--- src/rtl/rv32i_decode_stage.sv ---
// RV32I decode stage: field extraction, format classification, immediate generation and
// illegal detection, registered behind a valid/ready handshake with an optional skid entry.
module rv32i_decode_stage #(
  parameter int XLEN  = 32,
  parameter int SKID  = 1,
  parameter int CNT_W = 16
) (
  input  logic             clk_i,
  input  logic             rst_ni,
  input  logic             flush_i,
  input  logic             in_valid_i,
  output logic             in_ready_o,
  input  logic [31:0]      in_instr_i,
  input  logic [XLEN-1:0]  in_pc_i,
  output logic             out_valid_o,
  input  logic             out_ready_i,
  output logic [XLEN-1:0]  out_pc_o,
  output logic [6:0]       out_opcode_o,
  output logic [2:0]       out_funct3_o,
  output logic [6:0]       out_funct7_o,
  output logic [2:0]       out_fmt_o,
  output logic [4:0]       out_rs1_o,
  output logic [4:0]       out_rs2_o,
  output logic [4:0]       out_rd_o,
  output logic             out_rs1_en_o,
  output logic             out_rs2_en_o,
  output logic             out_rd_we_o,
  output logic [XLEN-1:0]  out_imm_o,
  output logic             out_illegal_o,
  output logic [CNT_W-1:0] decode_cnt_o,
  output logic [CNT_W-1:0] illegal_cnt_o
);

  localparam logic [6:0] OP_R      = 7'b0110011;
  localparam logic [6:0] OP_IMM    = 7'b0010011;
  localparam logic [6:0] OP_LOAD   = 7'b0000011;
  localparam logic [6:0] OP_JALR   = 7'b1100111;
  localparam logic [6:0] OP_SYS    = 7'b1110011;
  localparam logic [6:0] OP_FENCE  = 7'b0001111;
  localparam logic [6:0] OP_STORE  = 7'b0100011;
  localparam logic [6:0] OP_BRANCH = 7'b1100011;
  localparam logic [6:0] OP_LUI    = 7'b0110111;
  localparam logic [6:0] OP_AUIPC  = 7'b0010111;
  localparam logic [6:0] OP_JAL    = 7'b1101111;

  localparam logic [2:0] FMT_R    = 3'd0;
  localparam logic [2:0] FMT_I    = 3'd1;
  localparam logic [2:0] FMT_S    = 3'd2;
  localparam logic [2:0] FMT_B    = 3'd3;
  localparam logic [2:0] FMT_U    = 3'd4;
  localparam logic [2:0] FMT_J    = 3'd5;
  localparam logic [2:0] FMT_NONE = 3'd7;

  typedef struct packed {
    logic [XLEN-1:0] pc;
    logic [6:0]      opcode;
    logic [2:0]      funct3;
    logic [6:0]      funct7;
    logic [2:0]      fmt;
    logic [4:0]      rs1;
    logic [4:0]      rs2;
    logic [4:0]      rd;
    logic            rs1_en;
    logic            rs2_en;
    logic            rd_we;
    logic [XLEN-1:0] imm;
    logic            illegal;
  } entry_t;

  logic [6:0]         op;
  logic [6:0]         f7;
  logic [2:0]         f3;
  logic [2:0]         fmt;
  logic               sys_like;
  logic               rs1_used;
  logic               rs2_used;
  logic               rd_used;
  logic               ill;
  logic signed [31:0] imm32;
  entry_t             dec;

  assign op = in_instr_i[6:0];
  assign f3 = in_instr_i[14:12];
  assign f7 = in_instr_i[31:25];

  always_comb begin
    fmt = FMT_NONE;
    case (op)
      OP_R:                                         fmt = FMT_R;
      OP_IMM, OP_LOAD, OP_JALR, OP_SYS, OP_FENCE:   fmt = FMT_I;
      OP_STORE:                                     fmt = FMT_S;
      OP_BRANCH:                                    fmt = FMT_B;
      OP_LUI, OP_AUIPC:                             fmt = FMT_U;
      OP_JAL:                                       fmt = FMT_J;
      default:                                      fmt = FMT_NONE;
    endcase
  end

  always_comb begin
    imm32 = '0;
    case (fmt)
      FMT_I: imm32 = {{20{in_instr_i[31]}}, in_instr_i[31:20]};
      FMT_S: imm32 = {{20{in_instr_i[31]}}, in_instr_i[31:25], in_instr_i[11:7]};
      FMT_B: imm32 = {{19{in_instr_i[31]}}, in_instr_i[31], in_instr_i[7],
                      in_instr_i[30:25], in_instr_i[11:8], 1'b0};
      FMT_U: imm32 = {in_instr_i[31:12], 12'b0};
      FMT_J: imm32 = {{11{in_instr_i[31]}}, in_instr_i[31], in_instr_i[19:12],
                      in_instr_i[20], in_instr_i[30:21], 1'b0};
      default: imm32 = '0;
    endcase
  end

  always_comb begin
    ill = (in_instr_i[1:0] != 2'b11) || (fmt == FMT_NONE);
    case (op)
      OP_R:      ill = ill || ((f7 != 7'h00) && (f7 != 7'h20))
                           || ((f7 == 7'h20) && (f3 != 3'd0) && (f3 != 3'd5));
      OP_IMM:    ill = ill || ((f3 == 3'd1) && (f7 != 7'h00))
                           || ((f3 == 3'd5) && (f7 != 7'h00) && (f7 != 7'h20));
      OP_LOAD:   ill = ill || (f3 == 3'd3) || (f3 == 3'd6) || (f3 == 3'd7);
      OP_STORE:  ill = ill || (f3 > 3'd2);
      OP_BRANCH: ill = ill || (f3 == 3'd2) || (f3 == 3'd3);
      OP_JALR:   ill = ill || (f3 != 3'd0);
      default:   ill = ill;
    endcase
  end

  // SYSTEM and FENCE are I-format but neither read rs1 nor write rd
  assign sys_like = (op == OP_SYS) || (op == OP_FENCE);
  assign rs1_used = ((fmt == FMT_R) || (fmt == FMT_I) || (fmt == FMT_S) || (fmt == FMT_B))
                    && !sys_like;
  assign rs2_used = (fmt == FMT_R) || (fmt == FMT_S) || (fmt == FMT_B);
  assign rd_used  = ((fmt == FMT_R) || (fmt == FMT_I) || (fmt == FMT_U) || (fmt == FMT_J))
                    && !sys_like;

  always_comb begin
    dec         = '0;
    dec.pc      = in_pc_i;
    dec.opcode  = op;
    dec.fmt     = fmt;
    dec.funct3  = ((fmt == FMT_R) || (fmt == FMT_I) || (fmt == FMT_S) || (fmt == FMT_B))
                  ? f3 : 3'd0;
    dec.funct7  = ((op == OP_R) || ((op == OP_IMM) && ((f3 == 3'd1) || (f3 == 3'd5))))
                  ? f7 : 7'd0;
    dec.rs1     = rs1_used ? in_instr_i[19:15] : 5'd0;
    dec.rs2     = rs2_used ? in_instr_i[24:20] : 5'd0;
    dec.rd      = rd_used  ? in_instr_i[11:7]  : 5'd0;
    dec.rs1_en  = rs1_used && !ill;
    dec.rs2_en  = rs2_used && !ill;
    dec.rd_we   = rd_used && (in_instr_i[11:7] != 5'd0) && !ill;
    dec.imm     = XLEN'(imm32);
    dec.illegal = ill;
  end

  logic             main_valid_q, main_valid_d;
  logic             skid_valid_q, skid_valid_d;
  entry_t           main_q, main_d;
  entry_t           skid_q, skid_d;
  logic [CNT_W-1:0] decode_cnt_q, decode_cnt_d;
  logic [CNT_W-1:0] illegal_cnt_q, illegal_cnt_d;
  logic             push;
  logic             pop;

  assign in_ready_o = (SKID != 0) ? !skid_valid_q : (!main_valid_q || out_ready_i);
  assign push       = in_valid_i && in_ready_o;
  assign pop        = main_valid_q && out_ready_i;

  // Skid only fills while main is stalled, so a draining main always prefers skid over input
  always_comb begin
    main_valid_d = main_valid_q;
    skid_valid_d = skid_valid_q;
    main_d       = main_q;
    skid_d       = skid_q;
    if (flush_i) begin
      main_valid_d = 1'b0;
      skid_valid_d = 1'b0;
    end else if (pop) begin
      if (skid_valid_q) begin
        main_d       = skid_q;
        skid_valid_d = 1'b0;
      end else if (push) begin
        main_d       = dec;
      end else begin
        main_valid_d = 1'b0;
      end
    end else if (push) begin
      if (main_valid_q) begin
        skid_d       = dec;
        skid_valid_d = 1'b1;
      end else begin
        main_d       = dec;
        main_valid_d = 1'b1;
      end
    end
  end

  always_comb begin
    decode_cnt_d  = decode_cnt_q;
    illegal_cnt_d = illegal_cnt_q;
    if (pop && (decode_cnt_q != '1)) decode_cnt_d = decode_cnt_q + CNT_W'(1);
    if (pop && main_q.illegal && (illegal_cnt_q != '1)) illegal_cnt_d = illegal_cnt_q + CNT_W'(1);
  end

  always_ff @(posedge clk_i or negedge rst_ni) begin
    if (!rst_ni) begin
      main_valid_q  <= 1'b0;
      skid_valid_q  <= 1'b0;
      main_q        <= '0;
      skid_q        <= '0;
      decode_cnt_q  <= '0;
      illegal_cnt_q <= '0;
    end else begin
      main_valid_q  <= main_valid_d;
      skid_valid_q  <= skid_valid_d;
      main_q        <= main_d;
      skid_q        <= skid_d;
      decode_cnt_q  <= decode_cnt_d;
      illegal_cnt_q <= illegal_cnt_d;
    end
  end

  assign out_valid_o   = main_valid_q;
  assign out_pc_o      = main_q.pc;
  assign out_opcode_o  = main_q.opcode;
  assign out_funct3_o  = main_q.funct3;
  assign out_funct7_o  = main_q.funct7;
  assign out_fmt_o     = main_q.fmt;
  assign out_rs1_o     = main_q.rs1;
  assign out_rs2_o     = main_q.rs2;
  assign out_rd_o      = main_q.rd;
  assign out_rs1_en_o  = main_q.rs1_en;
  assign out_rs2_en_o  = main_q.rs2_en;
  assign out_rd_we_o   = main_q.rd_we;
  assign out_imm_o     = main_q.imm;
  assign out_illegal_o = main_q.illegal;
  assign decode_cnt_o  = decode_cnt_q;
  assign illegal_cnt_o = illegal_cnt_q;

endmodule

--- config.mk ---
export PLATFORM = sky130hd
export DESIGN_NAME = rv32i_decode_stage
export DESIGN_NICKNAME = d
export VERILOG_FILES = /design/src/rtl/rv32i_decode_stage.sv
export SDC_FILE = /design/constraint.sdc
export NUM_CORES = 1
export LEC_CHECK = 0
export CAP_MARGIN = 40
export CORE_AREA = 4 4 150 152
export DETAILED_ROUTE_END_ITERATION = 8
export DIE_AREA = 0 0 154 156
export PLACE_DENSITY_LB_ADDON = 0.15
export SYNTH_ARGS = -nofsm -noshare
export SYNTH_HDL_FRONTEND = slang
export SYNTH_SLANG_ARGS = --single-unit
--- constraint.sdc ---
create_clock -name clk_i -period 2.5 [get_ports clk_i]
set_input_delay 0.375 -clock clk_i [delete_from_list [all_inputs] [get_ports clk_i]]
set_output_delay 0.375 -clock clk_i [all_outputs]
set_load 0.02 [all_outputs]
* Word-level counts from Yosys, hierarchy flattened *
Index checks and enable logic that the tools add are counted.

storage, ports and cells
  register bits after elaboration = 240
  latch bits = 0
  bits in writable memories = 0
  memory bits (read-only) = 0
  word-level logic and storage cells = 146
  memories kept = 0

operators by class
  $add $sub $neg = 2
  $mul = 0
  div/mod/pow operators = 0
  order comparisons = 1
  equality and inequality tests = 32
  shifts and indexed selects = 0
  muxes and demuxes = 22
  bitwise operators = 2
  reductions and logical operators = 57

operators by type and width
  operator               number
  $mux 103               5
  $pmux 32 s5            1
  $add 16x1->16 const B  2
  $ne 16x16->1 const B   2
  $eq 7x6->1 const B     4
  $eq 7x7->1 const B     4
  $logic_or 1x1->1       22
  $eq 3x3->1 const B     6
  $logic_and 1x1->1      18
  $pmux 3 s6             1
  $mux 5                 3
  $eq 7x5->1 const B     2
  $eq 3x2->1 const B     4
  $mux 1                 9
  $ne 3x3->1 const B     3
  $reduce_bool 3->1      3
  $reduce_and 4->1       2
  $eq 7x2->1 const B     1
  $eq 7x4->1 const B     1
  $mux 7                 1
  $ne 7x6->1 const B     1
  $reduce_bool 7->1      1
  $eq 3x1->1 const B     2
  $pmux 1 s6             1
  other kinds (13)       17

* Longest topological paths before layout *
  depth after elaboration = 14
  gate-level depth with buffers = 10
  mapped depth without buffers = 7

* Worst setup path after synthesis *
No wires, ideal clock.

  path kind = register to register
  start = register main_valid_q, in the netlist out_valid_o
  end = register main_q (netlist bit out_funct7_o[6])
  library setup time = 0.141 ns
  data arrival time = 1.884 ns
  data required time = 2.359 ns
  slack = 0.475 ns
  cell stages (with the launch flop) = 8
  buffers on the path = 3
  period minus slack after synthesis = 2.025 ns
  cells stage by stage = dfrtp_1 -> clkbuf_1 -> inv_1 -> o22ai_1 -> nor3_1 -> clkbuf_1 -> clkbuf_1 -> a31oi_1

between the ends
  longest elaborated chain between the ends = 3

RTL lines
  what                                                              line  source
  start: declaration                                                155   logic main_valid_q, main_valid_d;
  start signal: assignment                                          213   main_valid_q <= main_valid_d;
  $logic_and 1x1->1                                                 166   assign pop = main_valid_q && out_ready_i;
  $ne 2x1->1 (no line) / $reduce_bool 2->1 (equally long branches)  --
  $reduce_and 4->1 (no line)                                        --
  end signal: assignment                                            215   main_q <= main_d;
  end: declaration                                                  157   entry_t main_q, main_d;

Parallel ways exist; a longest one is shown, timed or not.
A chain may end at the register's enable or synchronous reset.

* Final worst setup path *
  start = register skid_valid_q
  end = output port in_ready_o

between the ends
  longest elaborated chain between the ends = 1

RTL lines
  what                      line  source
  start: declaration        156   logic skid_valid_q, skid_valid_d;
  start signal: assignment  214   skid_valid_q <= skid_valid_d;
  $logic_not 1->1           164   assign in_ready_o = (SKID != 0) ? !skid_valid_q : (!main_valid_q || out_ready_i);
  end: declaration          12    output logic in_ready_o,

No other way between the ends.

==> results by group <==
Placement
  – PortBufs: 205
  – Gp weighted congestion: 0.879
  – Half-perimeter wire length after detailed placement: 20800 microns
  – Instance count after placement with tap cells included: 1696
  – Placed Instance Area: 13600 sq um

Layout
  – Synthesis-to-layout area growth: 34.4%
  – Count of non-filler cells in the finished layout: 1742
  – Proportion of layout cells with a drive suffix above 1: 9.00%
  – Number of nets in the final layout: 1522
  – Area occupied by registers: 6010 sq um
  – Most frequent standard cell in the layout excluding fill and tap cells: nand2_1
  – Filler Cells Inserted: 1670
  – Post-layout utilization of the core: 69.0%
  – Most used cells in the layout excluding fill and tap cells: nand2_1 (348), dfrtp_1 (240), clkdlybuf4s50_1 (204), nor2_1 (101), o21ai_0 (79)
  – Multi-input gate area in the final layout: 4420 sq um
  – Diode count: 0
  – Final instance area: 14500 sq um

Global routing
  – Antenna violations before repair: 0
  – Overall Global Routing Usage: 24.7%
  – Wire length of the first global-routing pass: 49300 microns
  – Largest net degree at the start of global routing: 72
  – Global route total overflow: 0
  – Vias in the first global route: 9287

Logic synthesis
  – Adder-Cell Fraction of Synth Area: 0.232%
  – Top FF cell, synth: dfrtp_1
  – Simple-gate share of the synthesized area: 23.2%
  – Number of cells produced by synthesis: 1228
  – Post-synth cell types: 57
  – Portion of the post-synthesis area used by sequential elements: 55.7%
  – Mux share of post-synthesis cell area: 0.313%
  – Post-synthesis compound-gate area fraction: 14.3%
  – Combinational family with the most area after synthesis: simple AND/OR/NAND/NOR gates
  – Net Count, Synth: 1299
  – Average instance area after synthesis: 8.79 sq um
  – Register bit count reported by yosys: 240
  – Synthesized cell area: 10800 sq um
  – Number of enable-type register cells in the synthesized netlist: 0
  – Xor and xnor area share after synthesis: 2.60%
  – Count of warnings emitted by yosys: 0
  – Share of synthesized registers carrying an async set or reset: 100%

Critical path
  – R2R cell count: 6
  – Highest net fanout along the worst path: 6
  – Startpoint of the lowest-slack register-to-register path: out_valid_o
  – Crit path buffers/inverters: 2
  – Worst path required time: 2.12 ns
  – Family with the most delay on the worst path: buffers and inverters
  – Worst reg-to-reg setup slack: 0.45 ns
  – Capturing point of the worst reg2reg path: out_imm_o[2]
  – Cell with the biggest individual delay on the critical path: clkdlybuf4s50_1
  – Endpoint type of the worst setup path: output pin
  – Max stage delay on crit path: 0.64 ns
  – Arrival time of the worst setup path: 1.82 ns
  – Kind of critical path: reg2out
  – Cell-by-cell trace of the critical path: inv_1 > clkdlybuf4s50_1
  – Type of origin of the critical path: register

Power
  – Fraction of power consumed by the clock network: 35.0%
  – Fraction of power spent switching nets: 28.5%
  – Sequential share of power: 43.8%
  – IR Drop Worst-Case VDD: 0.000676 V
  – Leakage power: 6.59 nW
  – Comb power frac: 21.3%
  – Pwr dens: 767 nW/um^2
  – Switch Pwr: 3.16 mW
  – Internal power summed over all cells: 7.96 mW

Clock tree
  – Clock sink count: 240
  – Setup bufs post-CTS: 0
  – Clock Path Buffers: 3
  – Register clock-pin slew on the reported worst setup and hold paths: 0.06 ns
  – CTS Root Cell: clkbuf_16
  – Number of H-tree branching levels: 1
  – Clock tree from TritonCTS: done
  – Number of buffers inserted during clock tree synthesis: 27
  – Later-pin clock latency in the skew report: 0.53 ns

Timing
  – Post-Route Hold Slack: 0.405 ns
  – Max Clock Skew: 0.0171 ns
  – Max Transition Viols Final: 0
  – Setup repair after global routing missed its margin: false
  – Headroom to the max-slew limit: 64.5%
  – Total negative setup slack: 0 ns
  – Tightest Pin Transition: 0.533 ns
  – Final-report setup violation count: 0
  – F_max: 456 MHz
  – Crit share post-route: 87.8%
  – Final count of hold timing violations: 0
  – Final Critical Period: 2.20 ns

Routing
  – Number of DRC violations after detailed-routing iteration 0: 636
  – Drt total wl: 30400 microns
  – Post-DR vias/cell: 5.52
  – Post-detailed-route count of antenna-violating nets: 0
  – Wire length per cell after detailed routing: 17.4 microns
  – Total number of vias: 9621
  – Number of iterations in the first detailed-routing pass: 7
  – Number of DRC violations after detailed routing: 0

Die
  – Initial core utilization: 51.3%
  – # rows: 53
  – Top-Level Pins: 206
  – Die W: 154 microns
  – Die Y: 156 microns
  – Floorplan die area: 24000 sq um
  – Std-Cell Core Area: 21000 sq um

Run status
  – Run status: finished clean

Min path
  – Hold crit path type: in2async

Job
  – Max Cap Viol: 0
how the worst max path moves through the flow:
stage	start	end	slack (ns)	cells after the start
floorplan	out_valid_o	out_funct7_o[6]	0.47	7
global route	in_instr_i[5]	out_rd_we_o	0.19	8
global placement	in_instr_i[5]	out_rd_we_o	-0.35	8
detailed placement	in_instr_i[5]	skid_q[33]	-0.33	8
CTS	in_instr_i[5]	out_rd_we_o	0.23	8
finish	skid_valid_q	in_ready_o	0.30	2
stage by stage:
stage	power [mW]	setup slack (ns)
6_report	11.1	0.305
5_1_grt	11.6	0.194
4_1_cts	11.2	0.231
3_5_place_dp	7.30	-0.326
3_3_place_gp	7.24	-0.346
2_1_floorplan	6.01	0.475
registers in the layout, summed over array words and instances (netlist names), 3 cells and up:
register,count
decode_cnt_o,16
illegal_cnt_o,16
out_fmt_o,3
out_funct3_o,3
out_funct7_o,7
out_imm_o,32
out_opcode_o,7
out_pc_o,32
out_rd_o,5
out_rs1_o,5
out_rs2_o,5
skid_q,103
cell usage after synthesis (2+ instances only):
| master | count | share of area [%] |
|---|---|---|
| a21oi_1 | 77 | 3.6 |
| nand3_1 | 67 | 3.1 |
| ha_1 | 2 | 0.23 |
| or3_1 | 4 | 0.23 |
| inv_1 | 11 | 0.38 |
| mux2_2 | 3 | 0.31 |
| dfrtp_1 | 240 | 56 |
| a22oi_1 | 4 | 0.28 |
| buf_1 | 6 | 0.21 |
| xor2_1 | 14 | 1.1 |
| and4_1 | 4 | 0.32 |
| buf_2 | 21 | 0.97 |
| nand4_1 | 10 | 0.58 |
| and3_1 | 17 | 0.99 |
| xnor2_1 | 18 | 1.5 |
| nor3_1 | 7 | 0.32 |
| o22ai_1 | 2 | 0.12 |
| nor2b_1 | 3 | 0.17 |
| a211oi_1 | 10 | 0.70 |
| o21bai_1 | 2 | 0.14 |
| nor2_1 | 101 | 3.5 |
| o211ai_1 | 2 | 0.14 |
| a21o_1 | 13 | 0.90 |
| o21ai_0 | 79 | 3.7 |
| or4_1 | 4 | 0.28 |
| nand2b_1 | 2 | 0.12 |
| nand4b_1 | 2 | 0.16 |
| and3b_1 | 2 | 0.16 |
| and2_1 | 6 | 0.35 |
| clkbuf_1 | 63 | 2.2 |
| a31oi_1 | 57 | 3.3 |
| nor3b_1 | 3 | 0.21 |
| nand2_1 | 348 | 12 |
routing by layer:
| metal | wire length [microns] | up-vias | track usage, % | part of all wire [%] |
|---|---|---|---|---|
| met3 | 1910 | 52 | 4.58 | 6.3 |
| met1 | 13400 | 4639 | 34.6 | 44 |
| met5 | 0 | - | 0 | 0 |
| li1 | - | 4592 | - | - |
| met2 | 14300 | 338 | 39.8 | 47 |
| met4 | 821 | 0 | 6.98 | 2.7 |
worst reg2reg max path, delay by kind of cell, from the launching register on:
family                 cells  cell delay (ns)
buffers and inverters      2             0.38
and+or+nand+nor            1             0.62
AOI/OAI and AO/OA          3             0.40
DFF                        1             0.50
logic make-up (layout without fill, tap and decap cells):
family	count (synthesis)	after routing
flops	240	240
compound gates	263	263
mux	3	3
simple gates	587	587
xor+xnor	32	32
buf+inv	101	340
fa+ha+maj	2	2
layout make-up:
class                      count  share of cell area (%)
timing repair buffer         284                    19.6
clock buffer                  40                    5.20
tap                          275                    2.37
inverter                      11                   0.285
multi-input combinational    887                    30.4
clock inverter                 5                   0.707
sequential                   240                    41.4
power groups by stage:
stage / logic, mW / clock network (mW) / registers [mW]
after floorplan: 0.748 / 0 / 5.26
after global placement: 2.34 / 0 / 4.90
after detailed placement: 2.37 / 0 / 4.92
after CTS: 2.40 / 3.96 / 4.86
after global routing: 2.57 / 4.13 / 4.93
final: 2.37 / 3.89 / 4.87
repair_timing:
action                                 CTS  global route
endpoints found under the hold margin   64             0
setup endpoints to repair                0             1
resized for setup                        0             1
hold buffers                             1             0
Note: power is estimated with default switching activity, not from simulation.
